File: config.mk
export PLATFORM = sky130hd
export DESIGN_NAME = ext_bus_responder
export DESIGN_NICKNAME = d
export VERILOG_FILES = /design/src/rtl/ext_bus_responder.sv
export SDC_FILE = /design/constraint.sdc
export NUM_CORES = 1
export LEC_CHECK = 0
export CORE_ASPECT_RATIO = 0.5
export CORE_MARGIN = 4
export CORE_UTILIZATION = 30
export DETAILED_ROUTE_END_ITERATION = 6
export DONT_BUFFER_PORTS = 1
export SKIP_LAST_GASP = 1
export SLEW_MARGIN = 20
export SYNTH_ARGS = -nofsm -noshare
export SYNTH_HDL_FRONTEND = slang
export SYNTH_SLANG_ARGS = --single-unit
File: constraint.sdc
create_clock -name clk -period 1.4 [get_ports clk]
set_clock_uncertainty 0.05 [all_clocks]
set_input_delay 0.14 -clock clk [delete_from_list [all_inputs] [get_ports clk]]
set_output_delay 0.14 -clock clk [all_outputs]
set_load 0.05 [all_outputs]
File: src/rtl/ext_bus_responder.sv
// ext_bus_responder: memory-side target of the multiplexed 16-bit external
// SRAM bus. Demultiplexes ALE0 (low address), ALE1 (high address + BLE) and
// the data phase, issues one back-end request per bus transaction and drives
// read data back onto the shared bus.
//
// Back-end handshake (mem_valid/mem_ready): the responder raises mem_valid
// with mem_rw/mem_addr/mem_wdata/mem_wmask and holds all of them stable until
// it samples mem_ready=1 on a rising clk edge; that edge is the single
// transfer point, and mem_valid is low from the following cycle. mem_rdata
// is only looked at on the transfer edge of a read. mem_ready may already be
// high in the first cycle mem_valid is high.
//
// dbg_state encoding: 0=IDLE 1=ADDR_HI 2=WDATA 3=MREQ 4=DRIVE.
module ext_bus_responder #(
  parameter int TIMEOUT = 8
) (
  input  logic        clk,
  input  logic        rst,
  input  logic [15:0] bus_din,
  output logic [15:0] bus_dout,
  output logic        bus_drive,
  input  logic        ale0,
  input  logic        ale1,
  input  logic        we,
  input  logic        oe,
  input  logic        bhe,
  output logic        mem_valid,
  output logic        mem_rw,
  output logic [31:0] mem_addr,
  output logic [15:0] mem_wdata,
  output logic [1:0]  mem_wmask,
  input  logic        mem_ready,
  input  logic [15:0] mem_rdata,
  output logic        err,
  output logic [2:0]  dbg_state
);

  localparam int CW = $clog2(TIMEOUT + 1);

  typedef enum logic [2:0] {
    S_IDLE    = 3'd0,
    S_ADDR_HI = 3'd1,
    S_WDATA   = 3'd2,
    S_MREQ    = 3'd3,
    S_DRIVE   = 3'd4
  } state_t;

  state_t        r_state;
  logic [15:0]   r_lo;
  logic [14:0]   r_hi;
  logic          r_ble;
  logic [CW-1:0] r_cnt;
  logic [15:0]   r_bus_dout;
  logic          r_bus_drive;
  logic          r_mem_valid;
  logic          r_mem_rw;
  logic [15:0]   r_mem_wdata;
  logic [1:0]    r_mem_wmask;
  logic          r_err;

  logic          w_timeout;
  logic [1:0]    w_wmask;

  // Waiting phases give up once the counter has reached TIMEOUT-1.
  assign w_timeout = (r_cnt == CW'(TIMEOUT - 1));
  assign w_wmask   = {bhe, r_ble};

  // Single FSM: phase tracking, address/data capture, back-end request and
  // bus drive, all registered.
  always_ff @(posedge clk) begin
    if (rst) begin
      r_state     <= S_IDLE;
      r_lo        <= '0;
      r_hi        <= '0;
      r_ble       <= 1'b0;
      r_cnt       <= '0;
      r_bus_dout  <= '0;
      r_bus_drive <= 1'b0;
      r_mem_valid <= 1'b0;
      r_mem_rw    <= 1'b0;
      r_mem_wdata <= '0;
      r_mem_wmask <= '0;
      r_err       <= 1'b0;
    end else begin
      r_err <= 1'b0;
      case (r_state)
        S_IDLE: begin
          if (ale0) begin
            r_lo    <= bus_din;
            r_cnt   <= '0;
            r_state <= S_ADDR_HI;
          end
        end

        S_ADDR_HI: begin
          if (ale0) begin
            // Initiator restarted the transaction: take the new low half.
            r_lo  <= bus_din;
            r_cnt <= '0;
          end else if (ale1) begin
            r_hi  <= bus_din[14:0];
            r_ble <= bus_din[15];
            r_cnt <= '0;
            if (we && !oe) begin
              r_state <= S_WDATA;
            end else if (oe && !we) begin
              r_mem_valid <= 1'b1;
              r_mem_rw    <= 1'b0;
              r_mem_wmask <= 2'b11;
              r_state     <= S_MREQ;
            end else begin
              r_err   <= 1'b1;
              r_state <= S_IDLE;
            end
          end else if (w_timeout) begin
            r_err   <= 1'b1;
            r_state <= S_IDLE;
          end else begin
            r_cnt <= r_cnt + CW'(1);
          end
        end

        S_WDATA: begin
          // Write data always arrives the cycle after ALE1, so this phase
          // never has to wait.
          if (ale0) begin
            r_lo    <= bus_din;
            r_cnt   <= '0;
            r_state <= S_ADDR_HI;
          end else begin
            r_mem_wdata <= bus_din;
            r_mem_wmask <= w_wmask;
            if (w_wmask == 2'b00) begin
              r_err   <= 1'b1;
              r_state <= S_IDLE;
            end else begin
              r_mem_valid <= 1'b1;
              r_mem_rw    <= 1'b1;
              r_state     <= S_MREQ;
            end
          end
        end

        S_MREQ: begin
          // Back-end is trusted: no timeout, and ALE0 waits for completion.
          if (mem_ready) begin
            r_mem_valid <= 1'b0;
            if (r_mem_rw) begin
              r_state <= S_IDLE;
            end else begin
              r_bus_dout  <= mem_rdata;
              r_bus_drive <= 1'b1;
              r_cnt       <= '0;
              r_state     <= S_DRIVE;
            end
          end
        end

        S_DRIVE: begin
          if (ale0) begin
            r_bus_drive <= 1'b0;
            r_lo        <= bus_din;
            r_cnt       <= '0;
            r_state     <= S_ADDR_HI;
          end else if (we) begin
            // Never fight the initiator for the bus.
            r_bus_drive <= 1'b0;
            r_err       <= 1'b1;
            r_state     <= S_IDLE;
          end else if (!oe) begin
            r_bus_drive <= 1'b0;
            r_state     <= S_IDLE;
          end else if (w_timeout) begin
            r_bus_drive <= 1'b0;
            r_bus_dout  <= '0;
            r_err       <= 1'b1;
            r_state     <= S_IDLE;
          end else begin
            r_cnt <= r_cnt + CW'(1);
          end
        end

        default: r_state <= S_IDLE;
      endcase
    end
  end

  assign bus_dout  = r_bus_dout;
  assign bus_drive = r_bus_drive;
  assign mem_valid = r_mem_valid;
  assign mem_rw    = r_mem_rw;
  assign mem_addr  = {r_hi, r_lo, 1'b0};
  assign mem_wdata = r_mem_wdata;
  assign mem_wmask = r_mem_wmask;
  assign err       = r_err;
  assign dbg_state = r_state;

endmodule

## After elaboration in Yosys (flattened, before gate mapping)

Index checks and enable logic that the tools add are counted.

- Register bits after elaboration: 77
- Latch bits: 0
- Memory bits (writable): 0
- Memory bits (read-only): 0
- Input bits: 40
- Output and inout bits: 73
- Memories kept: 0

- $add $sub $neg: 1
- Multiply operators: 0
- Divide/modulo/power cells: 0
- Magnitude comparators: 0
- Equal/unequal tests: 22
- Shift-type cells: 0
- Multiplexer cells: 68
- Bitwise gates (word level): 1
- Reductions and logical operators: 22

Operators with widths:

| kind | count |
|---|---|
| two-way mux 16 bit | 6 |
| two-way mux 4 bit | 9 |
| one-hot mux 16 bit (2 select lines) | 1 |
| two-way mux 1 bit | 27 |
| two-way mux 3 bit | 9 |
| inequality test 2 bit (second input constant) | 13 |
| two-way mux 2 bit | 9 |
| one-hot mux 4 bit (4 select lines) | 1 |
| one-hot mux 3 bit (5 select lines) | 1 |
| AND reduction 7 bit | 2 |
| AND reduction 6 bit | 2 |
| AND reduction 8 bit | 1 |
| equality test 3 x 2 -> 1 bit (second input constant) | 2 |
| inequality test 3 bit (second input constant) | 2 |
| one-hot mux 1 bit (3 select lines) | 2 |
| AND reduction 3 bit | 2 |
| inequality test 5 bit (second input constant) | 1 |
| adder 4 x 1 -> 4 bit (second input constant) | 1 |
| equality test 4 x 3 -> 1 bit (second input constant) | 1 |
| one-hot mux 1 bit (2 select lines) | 2 |
| one-hot mux 2 bit (2 select lines) | 1 |
| AND reduction 2 bit | 2 |
| AND reduction 4 bit | 1 |
| nonzero test 2 bit | 2 |
| other kinds (12) | 14 |

## Logic depth before layout (Yosys ltp)

- Word-level depth: 7
- Mapped depth: 7

## Least setup slack after synthesis

Ideal clock, no wire load.

- Path kind: reg-to-reg
- Start point: register r_state[2], in the netlist dbg_state[2]
- End point: register r_lo[10]
- Arrival: 1.731 ns
- Data required time: 1.222 ns
- Path slack: -0.508 ns
- Stages on the path, launching flop included: 7
- Buffers on the path: 2
- Clock period less this slack: 1.908 ns
- Cell sequence: dfxtp_1 -> buf_4 -> a21oi_1 -> o21ai_4 -> buf_6 -> mux2i_1 -> nor2_1

- Longest elaborated chain between the ends: 3
- Elaborated cells on any way between the ends: 6
- Classes of those cells: 3 x eq/ne; 3 x reduce/logical

RTL lines:

| what | line | RTL |
|---|---|---|
| start, declared | 48 | `state_t r_state;` |
| start signal, assigned | 72 | `r_state <= S_IDLE;` |
| start signal, assigned | 91 | `r_state <= S_ADDR_HI;` |
| start signal, assigned | 105 | `r_state <= S_WDATA;` |
| equality test 3 bit, or another cell as far along | 86 | `case (r_state)` |
| OR reduction 4 bit (no source line) (*) | n/a |  |
| AND reduction 2 bit (no source line) (*) | n/a |  |
| end signal, assigned | 89 | `r_lo <= bus_din;` |
| end signal, assigned | 98 | `r_lo <= bus_din;` |
| end signal, assigned | 127 | `r_lo <= bus_din;` |
| end, declared | 49 | `logic [15:0] r_lo;` |

Mark *: on every way between the ends. The rest lies on a longest branch, timed or not.
A chain may end at the register's enable or synchronous reset.

## Final worst setup path

- Start point: register r_state[2], in the netlist dbg_state[2]
- End point: register r_cnt[0]

- Longest elaborated chain between the ends: 4
- Elaborated cells on any way between the ends: 14
- Classes of those cells: 9 x eq/ne; 1 x mux; 4 x reduce/logical

RTL lines:

| what | line | RTL |
|---|---|---|
| equality test 3 x 2 -> 1 bit / logical NOT 3 bit (equally long branches) | 86 |  |
| OR reduction 2 bit (no source line) | n/a |  |
| inequality test 2 x 1 -> 1 bit (no source line) / nonzero test 4 bit (equally long branches) | n/a |  |
| AND reduction 6 bit (no source line) | n/a |  |
| end signal, assigned | 119 | `r_cnt <= r_cnt + CW'(1);` |
| end signal, assigned | 179 | `r_cnt <= r_cnt + CW'(1);` |
| end, declared | 52 | `logic [CW-1:0] r_cnt;` |

Parallel ways exist; a longest one is shown, timed or not.

==> impl_metrics.tcl <==
set metrics [dict create \
    maxCapViolations 0 \
    clk_pin_slew_worst_paths_ns 0.06 \
    drc 0 \
    synth_area_per_cell_um2 8.742 \
    worstPathArrival_ns 1.64 \
    critPathKind "register to register" \
    async_flop_share_pct 0 \
    whs_ns -0.1701 \
    finalHoldViolCount 73 \
    cts_tree "yes" \
    pin_count 113 \
    route.vias.total 3010 \
    cts_buffer_depth 2 \
    slew_viol_final 0 \
    ys_dominant_reg_cell "dfxtp_1" \
    drtIter0Drc 234 \
    period_share_pct 104.2 \
    post-place-ws_ns -0.1637 \
    yosysWarnings 0 \
    grt_pass1_wl_um 15170 \
    coreArea_um2 10440 \
    max_slew_margin_pct 66.73 \
    finalNetCount 518 \
    critPathLaunchType "register" \
    dr.pass1.iters 6 \
    gr-total-overflow 0 \
    syn_area_um2 3287 \
    crit_chain "a311o_1, o2111a_2, nand2_2, o41ai_2" \
    period_needed_ns 1.459 \
    tightest_slew_ns 0.4984 \
    wirelength_um 9805 \
    met2_usage_pct 25.32 \
    grt.met3_usage_pct 4.316 \
    hpwl_um 6645 \
    die_y_um 82.02 \
    die_x_um 156.0 \
    fmax_mhz 685.2 \
    crit_fanout 14 \
    root_buffer "clkbuf_16" \
    via_per_inst 4.863 \
    yosys-top-cells-area "dfxtp_1 47%, nand2_1 8.6%, a21oi_1 6.9%" \
    report.final.setup_viol 35 \
    synth_edf_count 0 \
    rows 26 \
    cp.required_ns 1.58 \
    wl_per_cell_um 15.84 \
    use_met1_pct 18.56 \
    crit_buf_inv 0 \
    gp_congestion 0.8579 \
    htree_levels 3 \
    power.total_mw 5.103 \
    post_route_cells_drive_above_1_share_pct 38.62 \
    synth_seq_cells 77 \
    synthDominantCellAreaShare_pct 46.90 \
    top_usage_layer "met2" \
    final_cell_mix "96 x buf_4, 71 x nand2_1, 71 x dfxtp_1" \
    p_leak_nw 1.893 \
    grt_pass1_vias 2938 \
    drt.antenna.violating_nets 0 \
    ys_seq_area_share_pct 46.90 \
    powerDensity_nw_per_um2 1081 \
    cts_made_buffers 9 \
    outcome "complete, but fails checks" \
    layout_commonest_cell "buf_4" \
    worst_path_max_delay_cell "dfxtp_4" \
    rsz0062_at_grt "yes" \
    clock_latency_ns 0.33 \
    synth_fp_nets 420 \
    start_util_pct 31.48 \
    port_buffers 0 \
    grt_use_total_pct 15.04 \
    setup_ws_ns -0.05941 \
    syn2layout_area_growth_pct 43.59 \
    antenna_found_initial 0 \
    cts_num_sinks 77 \
    ir_drop_mv 0.6037 \
    netlist.top_cell.by_area "dfxtp_1" \
    slowest_delay_ns 0.44 \
    dieArea_um2 12800 \
    syn_inst 376 \
    grt_max_degree 76 \
    synthDistinctLibCells 47 \
    setup-tns-final_ns -0.6713 \
    crit_family "compound AO/OA/AOI/OAI gates" \
    violations "hold timing, setup timing" \
    worst_setup_path_end_kind "register" \
    worst_hold_path_type "primary input to register" \
    diodes 0 \
]
==> flip-flops by register name, indices dropped and copies added (netlist names) <==
signal     count
mem_wmask      2
r_cnt          4
mem_wdata     16
err            1
r_lo          16
r_hi          15
bus_dout      16
mem_valid      1
r_ble          1
dbg_state      3
bus_drive      1
mem_rw         1
==> worst register-to-register path, delay by kind of cell (launching register included) <==
family / cells / cell delay (ns)
AO/OA/AOI/OAI: 3 / 0.78
AND/OR/NAND/NOR: 1 / 0.08
flip-flops: 1 / 0.44
==> final cells by class <==
class,count,area [µm²]
clock buffer,11,232.7
clock inverter,5,26.28
fill,1010,5723
inverter,4,15.01
multi-input combinational,271,1762
sequential,77,1559
tap,140,175.2
timing repair buffer,111,949.7
==> Yosys cell counts (2+ instances only) <==
| cell type | instances |
|---|---|
| buf_6 | 3 |
| nor2b_1 | 4 |
| nor3_1 | 9 |
| o22ai_1 | 2 |
| a22oi_1 | 6 |
| nor2_1 | 44 |
| o21ai_0 | 6 |
| buf_4 | 6 |
| and3_1 | 2 |
| nand3_1 | 7 |
| clkbuf_1 | 9 |
| o2111ai_1 | 2 |
| nand2_1 | 75 |
| a21oi_1 | 45 |
| mux2i_1 | 17 |
| ha_1 | 4 |
| a31oi_1 | 2 |
| buf_2 | 6 |
| dfxtp_1 | 77 |
| nand3b_1 | 2 |
| inv_1 | 4 |
| nand2b_1 | 7 |
| a22oi_2 | 10 |
| a31o_2 | 2 |
| o32ai_1 | 2 |
| nor3_4 | 2 |
==> worst paths after layout <==
check | slack [ns] | startpoint | cells past startpoint | end
max reg2reg | -0.06 | dbg_state[2]$_SDFFE_PP0P_ | 4 | r_cnt[0]$_SDFFE_PP0P_
max | -0.06 | dbg_state[2]$_SDFFE_PP0P_ | 4 | r_cnt[0]$_SDFFE_PP0P_
min reg2reg | 0.40 | mem_wdata[3]$_SDFFE_PP0P_ | 2 | mem_wdata[3]$_SDFFE_PP0P_
min | -0.17 | rst | 1 | mem_valid$_SDFFE_PP0P_
==> cells by family (layout without fill, tap and decap cells) <==
logic type / count (synthesis) / after routing / synth area share, %
simple gates: 159 / 159 / 22.00
compound gates: 89 / 89 / 19.15
flops: 77 / 77 / 46.90
buf+inv: 28 / 131 / 4.796
mux: 18 / 18 / 5.519
fa+ha+maj: 4 / 4 / 1.523
other cells: 1 / 1 / 0.1141
==> through the flow <==
step / cells / utilization, % / instance area (µm²)
final: 619 / 45.20 / 4720
after CTS: 612 / 43.28 / 4519
after global routing: 619 / 45.20 / 4720
after global placement: 591 / 40.01 / 4178
after detailed placement: 591 / 40.01 / 4178
after floorplan: 376 / - / 3369
==> power by group <==
group	switching, mW	internal (mW)	total [mW]
sequential	0.0422	2.25	2.29
clock	0.897	1.19	2.09
combinational	0.438	0.291	0.729
==> what timing repair did <==
item / 4_1_cts / 5_1_grt
cloned: 1 / 0
setup buffers: 4 / 6
endpoints found under the setup margin: 60 / 76
gates resized for setup: 11 / 32
endpoints found under the hold margin: 73 / 74
pin swaps: 3 / 13
==> metal layers <==
layer	up-vias	wire, µm
met2	68	4734
met4	0	193
met1	1427	4437
li1	1501	-
met5	-	0
met3	14	439
Power figures use the tool's default switching activity.
